File: config.mk
export PLATFORM = sky130hd
export DESIGN_NAME = alu_serial_sequencer
export DESIGN_NICKNAME = d
export VERILOG_FILES = /design/src/rtl/alu_seq_pkg.sv /design/src/rtl/alu_seq_shreg.sv /design/src/rtl/alu_serial_sequencer.sv
export SDC_FILE = /design/constraint.sdc
export NUM_CORES = 1
export LEC_CHECK = 0
export ABC_AREA = 1
export CAP_MARGIN = 15
export CORE_UTILIZATION = 35
export DETAILED_ROUTE_END_ITERATION = 16
export HOLD_SLACK_MARGIN = 0.15
export MAX_ROUTING_LAYER = met4
export PLACE_DENSITY = 0.59
export SETUP_SLACK_MARGIN = 0.02
export SYNTH_ARGS = -nofsm -noshare
export SYNTH_HDL_FRONTEND = slang
export SYNTH_SLANG_ARGS = --single-unit
File: constraint.sdc
create_clock -name clk -period 3.18 [get_ports clk]
set_clock_uncertainty 0.05 [all_clocks]
set_input_delay 0.636 -clock clk [delete_from_list [all_inputs] [get_ports clk]]
set_output_delay 0.636 -clock clk [all_outputs]
set_load 0.01 [all_outputs]
File: src/rtl/alu_seq_pkg.sv
// Shared types for the bit-serial ALU slice sequencer.
package alu_seq_pkg;

    typedef enum logic [1:0] {
        IDLE = 2'd0,
        RUN  = 2'd1,
        DONE = 2'd2
    } state_t;

    typedef struct packed {
        logic [1:0] s;
        logic       m;
        logic       cin;
    } op_t;

endpackage

File: src/rtl/alu_seq_shreg.sv
// WIDTH-bit shift register: parallel load, right shift with serial in at the MSB, serial out at the LSB.
module alu_seq_shreg #(
    parameter int WIDTH = 8
) (
    input  logic             clk,
    input  logic             rst,
    input  logic             load,
    input  logic             shift,
    input  logic             sin,
    input  logic [WIDTH-1:0] d,
    output logic [WIDTH-1:0] q,
    output logic             sout
);

    always_ff @(posedge clk) begin
        if (rst) begin
            q <= '0;
        end else if (load) begin
            q <= d;
        end else if (shift) begin
            q <= {sin, q[WIDTH-1:1]};
        end
    end

    assign sout = q[0];

endmodule

File: src/rtl/alu_serial_sequencer.sv
// Drives a combinational 1-bit ALU slice LSB first and assembles the WIDTH-bit result.
// Optional flags (out_zero, out_ovf) are built when ALU_SEQ_FLAGS_EN is defined.
module alu_serial_sequencer
    import alu_seq_pkg::*;
#(
    parameter int WIDTH = 8
) (
    input  logic             clk,
    input  logic             rst,
    input  logic             in_valid,
    output logic             in_ready,
    input  logic [WIDTH-1:0] in_a,
    input  logic [WIDTH-1:0] in_b,
    input  logic [1:0]       in_s,
    input  logic             in_m,
    input  logic             in_cin,
    output logic             out_valid,
    input  logic             out_ready,
    output logic [WIDTH-1:0] out_f,
    output logic             out_cout,
`ifdef ALU_SEQ_FLAGS_EN
    output logic             out_zero,
    output logic             out_ovf,
`endif
    output logic             sl_ai,
    output logic             sl_bi,
    output logic             sl_ci,
    output logic             sl_s1,
    output logic             sl_s0,
    output logic             sl_m,
    input  logic             sl_fi,
    input  logic             sl_cout
);

    localparam int IW = $clog2(WIDTH);

    state_t         state, state_nxt;
    op_t            req, op_q;
    logic [IW-1:0]  idx;
    logic           accept, run, last;
    logic           a_bit, b_bit;
    logic [WIDTH-1:0] res_q;
    logic [WIDTH-1:0] a_unused, b_unused;
    logic           res_sout_unused;

    assign req    = '{s: in_s, m: in_m, cin: in_cin};
    assign accept = in_valid && (state == IDLE);
    assign run    = (state == RUN);
    assign last   = (idx == IW'(WIDTH - 1));

    always_ff @(posedge clk) begin
        if (rst) begin
            state <= IDLE;
        end else begin
            state <= state_nxt;
        end
    end

    always_comb begin
        state_nxt = state;
        case (state)
            IDLE:    if (in_valid) state_nxt = RUN;
            RUN:     if (last) state_nxt = DONE;
            DONE:    if (out_ready) state_nxt = IDLE;
            default: state_nxt = IDLE;
        endcase
    end

    always_comb begin
        in_ready  = (state == IDLE);
        out_valid = (state == DONE);
        sl_ai     = 1'b0;
        sl_bi     = 1'b0;
        sl_ci     = 1'b0;
        if (run) begin
            sl_ai = a_bit;
            sl_bi = b_bit;
            sl_ci = op_q.cin;
        end
    end

    assign sl_s1    = op_q.s[1];
    assign sl_s0    = op_q.s[0];
    assign sl_m     = op_q.m;
    assign out_f    = res_q;
    assign out_cout = op_q.cin;

    // op_q.cin starts as the request carry-in and then serves as the running carry.
    always_ff @(posedge clk) begin
        if (rst) begin
            op_q <= '0;
            idx  <= '0;
        end else if (accept) begin
            op_q <= req;
            idx  <= '0;
        end else if (run) begin
            op_q.cin <= sl_cout;
            idx      <= last ? '0 : idx + 1'b1;
        end
    end

    alu_seq_shreg #(.WIDTH(WIDTH)) u_a_sr (
        .clk(clk), .rst(rst), .load(accept), .shift(run), .sin(1'b0),
        .d(in_a), .q(a_unused), .sout(a_bit)
    );

    alu_seq_shreg #(.WIDTH(WIDTH)) u_b_sr (
        .clk(clk), .rst(rst), .load(accept), .shift(run), .sin(1'b0),
        .d(in_b), .q(b_unused), .sout(b_bit)
    );

    // Result bits enter at the MSB, so after WIDTH shifts bit i sits at position i.
    alu_seq_shreg #(.WIDTH(WIDTH)) u_res_sr (
        .clk(clk), .rst(rst), .load(accept), .shift(run), .sin(sl_fi),
        .d('0), .q(res_q), .sout(res_sout_unused)
    );

`ifdef ALU_SEQ_FLAGS_EN
    // Captured on the final RUN edge; op_q.cin there is the carry into the MSB.
    always_ff @(posedge clk) begin
        if (rst) begin
            out_zero <= 1'b0;
            out_ovf  <= 1'b0;
        end else if (run && last) begin
            out_zero <= ({sl_fi, res_q[WIDTH-1:1]} == '0);
            out_ovf  <= op_q.cin ^ sl_cout;
        end
    end
`endif

endmodule

==> flow_summary_export.csv <==
group,metric,value,unit
critical_path,crit_fanout,15,
floorplanning,rows,23,
synthesis,syn_avg_cell_area,6.84,µm²
synthesis,synth_area_leader_cell,"dfxtp_1",
critical_path,r2r-end,"idx[0]",
timing,tightest_slew,0.629,ns
route,drt-pass1-iter-count,4,
critical_path,worstSetupStartpointType,"flop",
route,dr_total_vias,1448,
clock_tree,clk_pin_slew,0.07,ns
clock_tree,root_buffer,"clkbuf_8",
floorplanning,chipHeight,68.4,µm
floorplanning,die_area,4680,µm²
synthesis,synth.distinct_cells,20,
floorplanning,start_util,0.375,
pwr,power.total,0.000949,W
pwr,ir_worst_vdd,0.235,mV
route,routedWlPerCell,11.0,µm
floorplanning,die_x,68.4,µm
layout,diodes,0,
floorplanning,io_pins,43,
route,drc,0,
critical_path,crit_path_end_kind,"primary output",
clock_tree,cts.htree.levels,2,
clock_tree,insertion_delay,0.29,ns
timing,hold_violations,0,
timing,setup_viol_count_final,0,
clock_tree,ctsLongestPathBuffers,2,
clock_tree,cts_sinks,33,
min_path,holdCritPathClass,"flop to flop",
global_routing,grt-ovfl-total,0,
min_path,hold_depth,2,
pwr,intPower,0.000704,W
synthesis,yosysWarnings,0,
pwr,power_density,458,nW/µm²
route,drt_wl_total,3470,µm
job,maxCapViolations,0,
synthesis,synthTopCellsByArea,"dfxtp_1 43%, nand2_1 18%, nand3_1 8.7%",
global_routing,grt_pass1_wl,5620,µm
pwr,netSwitchingFraction,0.257,
synthesis,synth_area,1550,µm²
critical_path,r2r_slack,1.60,ns
placement,gp_congestion,0.785,
synthesis,synth_cells,226,
status,status,"complete, no violations",
critical_path,r2r_start,"state[0]",
synthesis,synth_enable_flop_cells,0,
global_routing,grt_max_degree,19,
synthesis,postSynth.asyncResetShare,0,
timing,rsz0062_at_grt,"false",
critical_path,worstPathArrival,1.84,ns
synthesis,ys_ff_latch,33,
clock_tree,cts-resized-gates,0,
pwr,cellLeakagePower,0.899,nW
pwr,combPwrFrac,0.163,
placement,place_hpwl,2360,µm
floorplanning,core_area,4120,µm²
global_routing,grt_use_total,0.173,
timing,clock.fmax,397,MHz
timing,period_minus_slack,2.52,ns
clock_tree,cts-buffers-inserted,5,
synthesis,yosys.area.top_type_share,0.428,
route,drtIter0Drc,95,
min_path,hold_start,"u_a_sr.q[7]",
synthesis,yosysSeqAreaShare,0.428,
route,ant_nets,0,
clock_tree,postCtsSetupBuffers,0,
synthesis,post-synth-top-count-cell,"nand2_1",
route,routed_via_density,4.58,
timing,relSlewSlack,0.580,
layout,fillerInstances,429,
timing,finalCritPeriodShare,0.793,
critical_path,worstPathRequired,2.49,ns
min_path,holdPathEnd,"u_a_sr.q[7]",
clock_tree,hold_buffers,0,
critical_path,crit_type,"flop to primary output",
placement,port_buffers,42,
synthesis,ys_top_cells_by_count,"74 x nand2_1, 33 x dfxtp_1, 27 x nand3_1, 26 x a21oi_1, 22 x inv_1",
global_routing,first_global_vias,1294,
global_routing,antenna_found_initial,0,
layout,drive_above_1_share,0.0714,
layout,area_delta_synth_final,34.2,%
synthesis,syn_nets,254,
pwr,switching_power,0.000244,W
timing,slew_violations,0,
pwr,power_frac_clock,0.365,
critical_path,rr_worst_depth,6,
synthesis,synthFlopType,"dfxtp_1",
pwr,pwr-share-seq,0.472,
timing,setup_tns,0,ns
layout,nets,293,
clock_tree,tritoncts,"built",
-- critical path, stage by stage (launching register included) --
cell	delay, ns
dfxtp_1	0.36
inv_2	0.25
nand2_2	0.25
nor2_1	0.15
clkdlybuf4s50_1	0.54
-- cell usage in the layout, fill, tap and decap left out --
master           count
nor2_1              17
dfxtp_1             33
clkinv_2             1
o21a_1               1
ha_1                 2
inv_2                1
inv_1               22
nand2_4              1
buf_4                4
clkbuf_8             7
clkdlybuf4s50_1     42
nand2_2              1
o21ai_0              3
nor2_2               2
o21ai_4              1
nor2_4               1
nand3_1             27
a21oi_1             26
nand2_1             74
-- cell families after synthesis --
family | after synthesis | synth area share
fa+ha+maj | 2 | 0.0162
simple gates | 123 | 0.335
flops | 33 | 0.428
buf+inv | 37 | 0.112
compound gates | 31 | 0.109
-- through the flow --
step | worst slack [ns] | cells | hold WS (ns) | cell area [µm²] | util
2_1_floorplan | 1.61 | 226 | 0.391 | 1550 | -
3_3_place_gp | 0.957 | 308 | 0.404 | 1970 | 0.479
3_5_place_dp | 0.958 | 308 | 0.405 | 1970 | 0.479
4_1_cts | 0.634 | 316 | 0.416 | 2070 | 0.504
5_1_grt | 0.505 | 316 | 0.427 | 2070 | 0.504
6_report | 0.658 | 316 | 0.415 | 2070 | 0.504
-- power by group through the flow --
stage           logic, W  clock network [W]  registers, W
2_1_floorplan  0.0000946                  0      0.000457
3_3_place_gp    0.000155                  0      0.000457
3_5_place_dp    0.000156                  0      0.000457
4_1_cts         0.000156           0.000357      0.000448
5_1_grt         0.000173           0.000377      0.000450
6_report        0.000155           0.000346      0.000448
-- area by class of cell --
type	count	area, µm²	area share
multi-input cells	156	712	0.343
flip-flops and latches	33	661	0.319
repair buffers	46	450	0.217
clock buffers	7	96.3	0.0465
inverters	23	86.3	0.0416
well taps	50	62.6	0.0302
clock inverters	1	5.00	0.00241
-- worst max path at each step --
stage | startpoint | endpoint | cells after the start
after global placement | state[1] | sl_bi | 4
after detailed placement | in_valid | idx[0] | 4
after floorplan | state[1] | sl_ai | 4
after global routing | state[1] | sl_ai | 4
final | state[1] | sl_bi | 4
after CTS | state[1] | sl_ai | 4
-- registers in the layout (all words and copies together) (netlist names) --
signal and flops:
u_a_sr.q 8, u_b_sr.q 8, u_res_sr.q 8, idx 3, state 2, out_cout 1
sl_m 1, sl_s0 1, sl_s1 1
-- layer usage --
metal	part of all wire	global-route usage	vias to the layer above
met2	0.45	0.256	43
met3	0.073	0.0433	4
met1	0.47	0.210	621
met5	0	-	-
li1	-	-	780
met4	0.012	0.102	0
Note: power is estimated with default switching activity, not from simulation.
==> edit 1, RTL diff (same settings) <==
Encoding of `state_t`: now one-hot (3 bits for 3 states).
--- a/src/rtl/alu_seq_pkg.sv
+++ b/src/rtl/alu_seq_pkg.sv
@@ -1,10 +1,10 @@
 // Shared types for the bit-serial ALU slice sequencer.
 package alu_seq_pkg;
 
-    typedef enum logic [1:0] {
-        IDLE = 2'd0,
-        RUN  = 2'd1,
-        DONE = 2'd2
+    typedef enum logic [2:0] {
+        IDLE = 3'b001,
+        RUN  = 3'b010,
+        DONE = 3'b100
     } state_t;
 
     typedef struct packed {
Behaviour: same outputs for any inputs over 10 cycles, from zero or initial values and one cycle with rst high; not proved beyond that.
==> edit 1 against the original RTL <==
  * The flow now finishes with violations (DRC)
  * Wire length up 14%
  * Final cell count up 1.9%
  * Setup slack worse by 0.34 ns
  * Area after synthesis up 7.7%
  * Global-route usage down 0.34 points
  * Sequential share of layout area down 0.18 points
  * Register-to-register slack worse by 0.42 ns
  * Cell area up 3.6%
  * Sequential cell count up 1
  * Synthesized cell count up 4.4%
  * Via count up 13%
  * Count of clock-buffer cells in the layout down 1
  * Critical endpoint is now sl_ci
Power is not compared: it rests on default switching activity, and its combinational part moved more than twofold at a synthesized area within 25%.
==> edit 1: results (changes against the original RTL) <==
stage	metric	value	unit	change
detailed_routing	routedLengthMet1	1912	um	was 1620 um
worst_setup_path	reg2reg_slack	1.18	ns	was 1.60 ns
worst_setup_path	r2r_start	state[1]$_SDFFE_PP0P_		was state[0]$_SDFFE_PP0P_
detailed_routing	wirelength	3959	um	was 3469 um
synth	synthesis.nets	264		was 254
detailed_routing	firstDrtPassIters	12		was 4
placement	dp.cells	314		was 308
sta	slew_headroom	0.5873		was 0.5803
worst_hold_path	min_to	idx[2]$_SDFFE_PP0N_		was u_a_sr.q[7]$_SDFFE_PP0P_
grt	first_global_vias	1480		was 1,294
synth	ys_seq_area_frac	0.4090		was 0.4275
detailed_routing	drc	2		was 0
sta	timing.hold.ws	0.4207	ns	was 0.4153 ns
detailed_routing	dr_wl_met2	1792	um	was 1551 um
synth	syn_inst	236		was 226
detailed_routing	drt-initial-drc-count	134		was 95
detailed_routing	dr_wl_met3	196	um	was 254 um
cells_and_area	num-nets-final	297		was 293
cells_and_area	nFillCells	461		was 429
placement	dpl_cell_area	2053	sq um	was 1972 sq um
cells_and_area	layout-drive-gt1-share	0.07037		was 0.07143
grt	grt_max_degree	23		was 19
placement	hpwl	2677	um	was 2361 um
grt	grt_use_total	0.1693		was 0.1727
grt	grt_pass1_wl	6555	um	was 5623 um
worst_hold_path	hold_start	idx[2]$_SDFFE_PP0N_		was u_a_sr.q[7]$_SDFFE_PP0P_
outcome	outcome	finished with violations		was completed
outcome	violations	DRC		
worst_setup_path	arrival	2.17	ns	was 1.84 ns
detailed_routing	vias_per_cell	5.068		was 4.582
cells_and_area	layoutNonFillerInstCount	322		was 316
worst_setup_path	r2r-end	sl_s1$_SDFFE_PP0P_		was idx[0]$_SDFFE_PP0N_
## edit 1: cell types whose count changed after synthesis, sizes merged, moves of 2 or more
cell    change
nand4      +25
nand2      -12
nor2        -9
nand3       -8
a21oi       +6
buf         +4
clkbuf      +2
## edit 1: cell families (layout without fill, tap and decap cells)
group           Yosys count  after routing  share of synthesized area
fa+ha+maj                 2              2                    0.01504
buf+inv                  43             77                     0.1278
simple gates            121            121                     0.3383
compound gates           36             36                     0.1098
flops                    34             34                     0.4090
## edit 1: power groups by stage
| stage | Combinational [mW] | Clock [mW] | Sequential, mW |
|---|---|---|---|
| finish | 0.318 | 0.329 | 0.536 |
| global route | 0.358 | 0.358 | 0.545 |
| global placement | 0.316 | 0 | 0.545 |
| detailed placement | 0.320 | 0 | 0.545 |
| CTS | 0.321 | 0.341 | 0.536 |
| floorplan | 0.265 | 0 | 0.515 |
## edit 1: metal layers
layer  up-vias  track usage
li1        845            -
met2        35       0.2703
met5         -            -
met1       745       0.2042
met3         7      0.04131
met4         0      0.07111
## edit 1: area by class of cell
cell class                 instances  area share
clock buffer                       6     0.03844
clock inverter                     2    0.005824
inverter                          23     0.04019
multi-input combinational        159      0.3588
sequential                        34      0.3168
tap                               52     0.03029
timing repair buffer              46      0.2097
## edit 1: through the flow
step / util / setup WS, ns
detailed placement: 0.4589 / 0.6247
CTS: 0.4801 / 0.3140
global route: 0.4801 / 0.1845
floorplan: - / 1.522
finish: 0.4801 / 0.3215
global placement: 0.4589 / 0.7109
## edit 1: critical path, cell delays in order (launching register included)
cell and delay [ns]:
dfxtp_1 0.51, inv_2 0.30, nand3_2 0.33, nor2_1 0.19, clkdlybuf4s50_1 0.55
==> edit 2, RTL diff (same settings) <==
Made on the original files. Build with the macro `ALU_SEQ_FLAGS_EN` defined.
--- a/src/rtl/alu_serial_sequencer.sv
+++ b/src/rtl/alu_serial_sequencer.sv
@@ -1,5 +1,7 @@
 // Drives a combinational 1-bit ALU slice LSB first and assembles the WIDTH-bit result.
 // Optional flags (out_zero, out_ovf) are built when ALU_SEQ_FLAGS_EN is defined.
+`define ALU_SEQ_FLAGS_EN
+
 module alu_serial_sequencer
     import alu_seq_pkg::*;
 #(
Behaviour (old outputs only; new: out_ovf and out_zero): unchanged (Yosys induction, for registers that start in step).
==> edit 2 against the original RTL <==
  * Setup slack gained 0.0049 ns
  * Non-clock buffer count grew 2
  * Core utilization shrank 1.3 points
  * Area after synthesis grew 7.5%
  * Cell area grew 5.3%
  * Wire length grew 6.5%
  * Via count grew 11%
  * Total power shrank 3.1%
  * Sequential cell count grew 2
  * Register-to-register slack lost 0.06 ns
  * Largest cell class unchanged
==> edit 2: results (changes against the original RTL) <==
stage	metric	value	unit	change
outcome	outcome	completed		unchanged
pwr	ir_drop	0.2067	mV	was 0.2355 mV
detailed_routing	vias	1602		was 1,448
synth	syn_inst	247		was 226
grt	grt_max_degree	21		was 19
grt	grt_pass1_wl	6334	um	was 5623 um
placement	dpl_cell_area	2110	sq um	was 1972 sq um
synth	synth_common_cells	nand2_1 (79), dfxtp_1 (35), a21oi_1 (27), nand3_1 (27), inv_1 (26)		was nand2_1 (74), dfxtp_1 (33), nand3_1 (27)
grt	first_global_vias	1432		was 1,294
grt	grt_use_total	0.1651		was 0.1727
worst_setup_path	reg2reg_slack	1.54	ns	was 1.60 ns
pwr	p_leak	0.9426	nW	was 0.8993 nW
sta	layout_min_cycle_time	2.517	ns	was 2.522 ns
worst_hold_path	hold_start	u_res_sr.q[0]$_SDFFE_PP0P_		was u_a_sr.q[7]$_SDFFE_PP0P_
detailed_routing	dr_wl_met2	1745	um	was 1551 um
sta	worstMarginPinSlew	0.6206	ns	was 0.6288 ns
cells_and_area	num-nets-final	316		was 293
synth	synthesis.nets	275		was 254
synth	synth.area.top_cells	dfxtp_1 (42%), nand2_1 (18%), a21oi_1 (8.1%), nand3_1 (8.1%), inv_1 (5.9%)		was dfxtp_1 (43%), nand2_1 (18%), nand3_1 (8.7%), a21oi_1 (8.4%), inv_1 (5.3%)
placement	place_congestion	0.7648		was 0.7852
placement	hpwl	2500	um	was 2361 um
worst_hold_path	min_to	u_res_sr.q[0]$_SDFFE_PP0P_		was u_a_sr.q[7]$_SDFFE_PP0P_
detailed_routing	wirelength	3693	um	was 3469 um
detailed_routing	dr_wl_met3	121	um	was 254 um
placement	numPortBuffers	44		was 42
sta	timing.hold.ws	0.4138	ns	was 0.4153 ns
worst_setup_path	r2r-end	idx[0]$_SDFFE_PP0P_		was idx[0]$_SDFFE_PP0N_
grt	met2_usage	0.2607		was 0.2561
grt	met3_usage	0.03704		was 0.04333
grt	grt_use_met1	0.2019		was 0.2099
detailed_routing	firstDrtPassIters	6		was 4
detailed_routing	drt-initial-drc-count	99		was 95
==> edit 2: worst max-delay path, delay by kind of cell (launching register included) <==
family / cells / cell delay, ns
buf+inv: 2 / 0.79
simple gates: 2 / 0.42
flops: 1 / 0.35
==> edit 2: cell type report <==
type,count,area (sq um)
fillers,495,2262
multi-input cells,171,772.0
flip-flops and latches,35,700.7
repair buffers,48,470.5
inverters,27,101.3
clock buffers,6,72.57
well taps,52,65.06
==> edit 2: kinds of logic (layout without fill, tap and decap cells) <==
logic type	count (synthesis)	in the layout	synth area share
AND/OR/NAND/NOR	136	136	0.3411
buffers and inverters	41	81	0.1137
flip-flops	35	35	0.4217
AO/OA/AOI/OAI	32	32	0.1032
adder cells (fa/ha/maj)	2	2	0.01506
XOR/XNOR	1	1	0.005272
==> edit 2: report_power, final <==
part	total, mW	switching, mW	internal, mW
Combinational	0.160	0.0852	0.0748
Clock	0.285	0.139	0.146
Sequential	0.474	0.0124	0.462
Total	0.919	0.236	0.682
